`config.mk`:
```
export PLATFORM = sky130hd
export DESIGN_NAME = instruction_fetch
export DESIGN_NICKNAME = d
export VERILOG_FILES = /design/src/rtl/instruction_fetch_pkg.sv /design/src/rtl/instruction_fetch_pc.sv /design/src/rtl/instruction_fetch.sv
export SDC_FILE = /design/constraint.sdc
export NUM_CORES = 1
export LEC_CHECK = 0
export BUFFER_PORTS_ARGS = -buffer_cell sky130_fd_sc_hd__buf_4
export CAP_MARGIN = 40
export CORE_ASPECT_RATIO = 2
export CORE_MARGIN = 2
export CORE_UTILIZATION = 50
export DETAILED_ROUTE_END_ITERATION = 16
export PLACE_DENSITY = 0.81
export SYNTH_ARGS = -nofsm -noshare
export SYNTH_HDL_FRONTEND = slang
export SYNTH_SLANG_ARGS = --single-unit
```
`constraint.sdc`:
```
create_clock -name clk_i -period 5.5 [get_ports clk_i]
set_clock_uncertainty 0.15 [all_clocks]
set_input_delay 1.1 -clock clk_i [delete_from_list [all_inputs] [get_ports clk_i]]
set_output_delay 1.1 -clock clk_i [all_outputs]
set_load 0.005 [all_outputs]
```
`src/rtl/instruction_fetch_pkg.sv`:
```
// Shared definitions for the instruction fetch stage: FSM encoding,
// PC stride, canonical NOP and the PC alignment helper.
package instruction_fetch_pkg;

    typedef enum logic [1:0] {
        IDLE  = 2'd0,
        REQ   = 2'd1,
        DRAIN = 2'd2
    } fetch_state_e;

    localparam logic [31:0] PC_STEP   = 32'd4;
    localparam logic [31:0] NOP_INSTR = 32'h0000_0013;

    // Instructions are word aligned; low two address bits are always dropped.
    function automatic logic [31:0] align_pc(input logic [31:0] pc);
        return pc & ~32'd3;
    endfunction

endpackage

```
`src/rtl/instruction_fetch_pc.sv`:
```
// Program counter register: loads next_pc_i when load_i is set, otherwise holds.
// The next-PC choice (redirect / +4 / hold) is made by the owner of this block.
module program_counter
    import instruction_fetch_pkg::*;
#(
    parameter logic [31:0] RESET_PC = 32'h0000_0000
) (
    input  logic        clk_i,
    input  logic        reset_i,
    input  logic        load_i,
    input  logic [31:0] next_pc_i,
    output logic [31:0] pc_o
);

    logic [31:0] pc_q;

    // PC state; reset value is aligned so a misconfigured RESET_PC cannot
    // produce an unaligned fetch.
    always_ff @(posedge clk_i or posedge reset_i) begin
        if (reset_i) begin
            pc_q <= align_pc(RESET_PC);
        end else if (load_i) begin
            pc_q <= next_pc_i;
        end
    end

    assign pc_o = pc_q;

endmodule

```
`src/rtl/instruction_fetch.sv`:
```
// Fetch stage: owns the fetch PC, issues one req/ack memory read per
// instruction, and holds the returned word in a one-entry valid/ready buffer.
// Redirects reload the PC and squash both buffered and in-flight words; an
// in-flight read that cannot be cancelled is drained in DRAIN and discarded.
module instruction_fetch
    import instruction_fetch_pkg::*;
#(
    parameter logic [31:0] RESET_PC = 32'h0000_0000
) (
    input  logic        clk_i,
    input  logic        reset_i,
    output logic        imem_req_o,
    output logic [31:0] imem_addr_o,
    input  logic        imem_ack_i,
    input  logic [31:0] imem_rdata_i,
    output logic        instr_valid_o,
    output logic [31:0] instr_o,
    output logic [31:0] instr_pc_o,
    input  logic        instr_ready_i,
    input  logic        redirect_i,
    input  logic [31:0] redirect_pc_i,
    output logic [31:0] pc_o
);

    fetch_state_e state_q, state_d;

    logic [31:0] pc;
    logic [31:0] pc_next;
    logic        pc_load;
    logic [31:0] target;
    logic [31:0] addr_q;
    logic [31:0] launch_addr;
    logic        launch;
    logic        buf_load;
    logic        buf_clear;
    logic        valid_q;
    logic [31:0] instr_q;
    logic [31:0] instr_pc_q;

    assign target = align_pc(redirect_pc_i);

    program_counter #(
        .RESET_PC (RESET_PC)
    ) u_pc (
        .clk_i     (clk_i),
        .reset_i   (reset_i),
        .load_i    (pc_load),
        .next_pc_i (pc_next),
        .pc_o      (pc)
    );

    // FSM state register.
    always_ff @(posedge clk_i or posedge reset_i) begin
        if (reset_i) begin
            state_q <= IDLE;
        end else begin
            state_q <= state_d;
        end
    end

    // Next-state, PC select, request launch and buffer control.
    always_comb begin
        state_d     = state_q;
        pc_load     = 1'b0;
        pc_next     = pc;
        launch      = 1'b0;
        launch_addr = pc;
        buf_load    = 1'b0;
        buf_clear   = 1'b0;
        unique case (state_q)
            IDLE: begin
                if (redirect_i) begin
                    pc_load     = 1'b1;
                    pc_next     = target;
                    buf_clear   = 1'b1;
                    launch      = 1'b1;
                    launch_addr = target;
                    state_d     = REQ;
                end else if (!valid_q || instr_ready_i) begin
                    launch  = 1'b1;
                    state_d = REQ;
                end
            end
            REQ: begin
                if (redirect_i) begin
                    // Ack in the same cycle drops the word; otherwise drain it.
                    pc_load   = 1'b1;
                    pc_next   = target;
                    buf_clear = 1'b1;
                    state_d   = imem_ack_i ? IDLE : DRAIN;
                end else if (imem_ack_i) begin
                    pc_load  = 1'b1;
                    pc_next  = pc + PC_STEP;
                    buf_load = 1'b1;
                    state_d  = IDLE;
                end
            end
            DRAIN: begin
                // Last redirect wins; the outstanding word is thrown away.
                if (redirect_i) begin
                    pc_load   = 1'b1;
                    pc_next   = target;
                    buf_clear = 1'b1;
                end
                if (imem_ack_i) begin
                    state_d = IDLE;
                end
            end
            default: state_d = IDLE;
        endcase
    end

    // Request address is captured at launch and held until the ack.
    always_ff @(posedge clk_i or posedge reset_i) begin
        if (reset_i) begin
            addr_q <= 32'd0;
        end else if (launch) begin
            addr_q <= launch_addr;
        end
    end

    // Output buffer: redirect clears, ack loads, consume empties.
    always_ff @(posedge clk_i or posedge reset_i) begin
        if (reset_i) begin
            valid_q    <= 1'b0;
            instr_q    <= 32'd0;
            instr_pc_q <= 32'd0;
        end else if (buf_clear) begin
            valid_q <= 1'b0;
        end else if (buf_load) begin
            valid_q    <= 1'b1;
            instr_q    <= imem_rdata_i;
            instr_pc_q <= addr_q;
        end else if (instr_ready_i) begin
            valid_q <= 1'b0;
        end
    end

    assign imem_req_o    = (state_q == REQ) || (state_q == DRAIN);
    assign imem_addr_o   = addr_q;
    assign instr_valid_o = valid_q;
    assign instr_o       = instr_q;
    assign instr_pc_o    = instr_pc_q;
    assign pc_o          = pc;

endmodule

```
==> results_dict.tcl <==
set metrics [dict create \
    r2r_end "u_pc.pc_o[29]" \
    syn_area_mm2 0.00619 \
    area_growth_pct 34.6 \
    tightest_slew_ns 0.859 \
    clockBufferDepth 2 \
    ios 199 \
    drt_iter0_drc 243 \
    die_x_um 82.7 \
    reg2reg_from "state_q[1]" \
    wl_per_cell_um 18.7 \
    powerDensity_mw_per_mm2 584 \
    cts_inserted_buffers 17 \
    synthArstFlopShare_pct 100 \
    worstSetupStartpointType "primary input" \
    ff2ff_path_depth 8 \
    ff2ff_setup_slack_ns 2.61 \
    gp_congestion 0.867 \
    ys_types 55 \
    cp.arrival_ns 3.52 \
    path_max_fanout 74 \
    syn_area_per_cell_um2 10.9 \
    dieArea_mm2 0.0133 \
    setup_viol 0 \
    synthMostInstantiatedCell "dfrtp_1" \
    yosys-top-cells-count "dfrtp_1, mux2_2, nand2_1, o21ai_0, a21oi_1" \
    die_h_um 161 \
    cts_setup_buffers 0 \
    numPortBuffers 196 \
    cts-hold-fix-buffers 0 \
    hold_class "reg -> reg" \
    crit_type "in -> reg" \
    status "finished, final reports clean" \
    drc 0 \
    cts_tree "built" \
    clkSlewWorstSetupHoldPaths_ns 0.06 \
    htreeDepth 4 \
    p_leak_nw 3.96 \
    grt.overflow.total 0 \
    vdd_drop_max_v 0.000287 \
    syn_inst 569 \
    cap_violations 0 \
    rsz0062_at_grt "no" \
    cts.sinks 131 \
    grt_pass1_wl_um 26700 \
    grt_max_degree 86 \
    synth_nets 644 \
    period_share_pct 61.3 \
    hold-worst-slack_ns 0.355 \
    drt-total-wl_um 17000 \
    grt_pass1_vias 5370 \
    grtUsageTotal_pct 26.6 \
    hp-start "instr_o[25]" \
    ant_nets 0 \
    clock-root-buffer "clkbuf_16" \
    clk_latency_ns 0.41 \
    drive_above_1_share_pct 40.6 \
    initial_core_util_pct 51.1 \
    ys_seq_area_share_pct 52.9 \
    synth_edf_count 0 \
    relSlewSlack_pct 42.6 \
    required_ns 5.64 \
    nets 825 \
    synth_top_area_share_pct 52.9 \
    yosysTopAreaCell "dfrtp_1" \
    synthTopCellsByArea "dfrtp_1, mux2_2, o21ai_0, nand2_1, mux2i_1" \
    ys_seq_elements 131 \
    max_freq_mhz 296 \
    slew_viol_final 0 \
    hold_end "instr_o[25]" \
    avgViaCountPerCell 5.81 \
    dp_hpwl_um 12200 \
    core-area_mm2 0.0121 \
    min_period_ns 3.37 \
    vias 5283 \
    antenna_found_initial 0 \
    finalHoldViolCount 0 \
    ys_warn_count 0 \
    rows 57 \
    p_total_mw 4.87 \
    num_antenna_cells 0 \
    cts_repair_resize_count 0 \
    end_kind "flip-flop" \
    dr.pass1.iters 5 \
    ys.flop_type "dfrtp_1" \
    worstHoldPathCells 1 \
    tns_ns 0 \
]
[routing by layer]
layer | wire length [um] | track usage (%) | part of all wire (%) | up-vias
met4 | 703 | 14.2 | 4.1 | 0
met5 | 0 | 0 | 0 | -
met1 | 5730 | 28.1 | 34 | 2576
li1 | - | - | - | 2425
met2 | 9530 | 47.5 | 56 | 232
met3 | 1080 | 5.25 | 6.3 | 50
[cell families (layout without fill, tap and decap cells)]
group	Yosys count	in the layout	share of synthesized area (%)
AOI/OAI and AO/OA	141	141	13.6
xor gates and xnor gates	1	1	0.141
adders and majority gates	6	6	1.21
buffers and inverters	45	238	3.39
DFF	131	131	52.9
muxes	84	84	14.9
and+or+nand+nor	161	161	13.8
[power by group]
group	switching [mW]	internal (mW)	leakage, nW
registers	0.449	1.41	1.60
logic	0.824	1.02	2.07
clock network	0.427	0.735	0.287
total	1.70	3.17	3.96
[stage by stage]
step	setup slack, ns	instances	instance area [um^2]	util [%]
after detailed placement	1.69	878	7730	63.7
after CTS	2.13	909	8340	68.8
after global placement	1.79	877	7710	63.6
after global routing	1.94	909	8340	68.8
final	2.13	909	8340	68.8
after floorplan	0.752	569	6190	-
[cell type report]
class,instances,area (um^2)
Timing Repair Buffer,201,1520
Clock inverter,12,156
Tap cell,147,184
Fill cell,917,3790
Inverter,6,27.5
Clock buffer,19,453
Multi-Input combinational cell,393,2720
Sequential cell,131,3280
[registers in the layout (all words and copies together), names as in the netlist]
signal,cells
imem_addr_o,32
instr_pc_o,32
u_pc.pc_o,32
instr_o,32
state_q,2
instr_valid_o,1
[critical path: stages]
cell and delay [ns]:
buf_4 0.65, nor2b_1 0.18, nand2_2 0.68, buf_4 0.48, mux2_2 0.39
[worst max-delay path by stage]
stage | startpoint | endpoint | slack, ns | depth (start not counted)
3_5_place_dp | redirect_i | instr_pc_o[16] | 1.69 | 5
3_3_place_gp | redirect_i | instr_o[9] | 1.79 | 5
2_1_floorplan | reset_i | imem_addr_o[0] | 0.75 | 1
6_report | redirect_i | instr_o[8] | 2.13 | 5
5_1_grt | redirect_i | instr_o[12] | 1.94 | 5
4_1_cts | redirect_i | instr_pc_o[16] | 2.13 | 5
[cell usage in the layout, fill, tap and decap left out, types with 7 or more instances in the layout]
| cell | Yosys | routed |
|---|---|---|
| buf_4 | 2 | 200 |
| dfrtp_1 | 131 | 131 |
| mux2_2 | 64 | 64 |
| nand2_1 | 63 | 62 |
| o21ai_0 | 58 | 58 |
| a21oi_1 | 29 | 28 |
| nor2_1 | 23 | 23 |
| mux2i_1 | 20 | 20 |
| nand3_1 | 18 | 18 |
| clkbuf_16 | 0 | 17 |
| nand4_1 | 11 | 11 |
| and3_1 | 9 | 9 |
| o22ai_1 | 9 | 9 |
| nor2b_1 | 8 | 8 |
| a31oi_1 | 7 | 7 |
No activity file was read; power rests on OpenSTA's default activity.
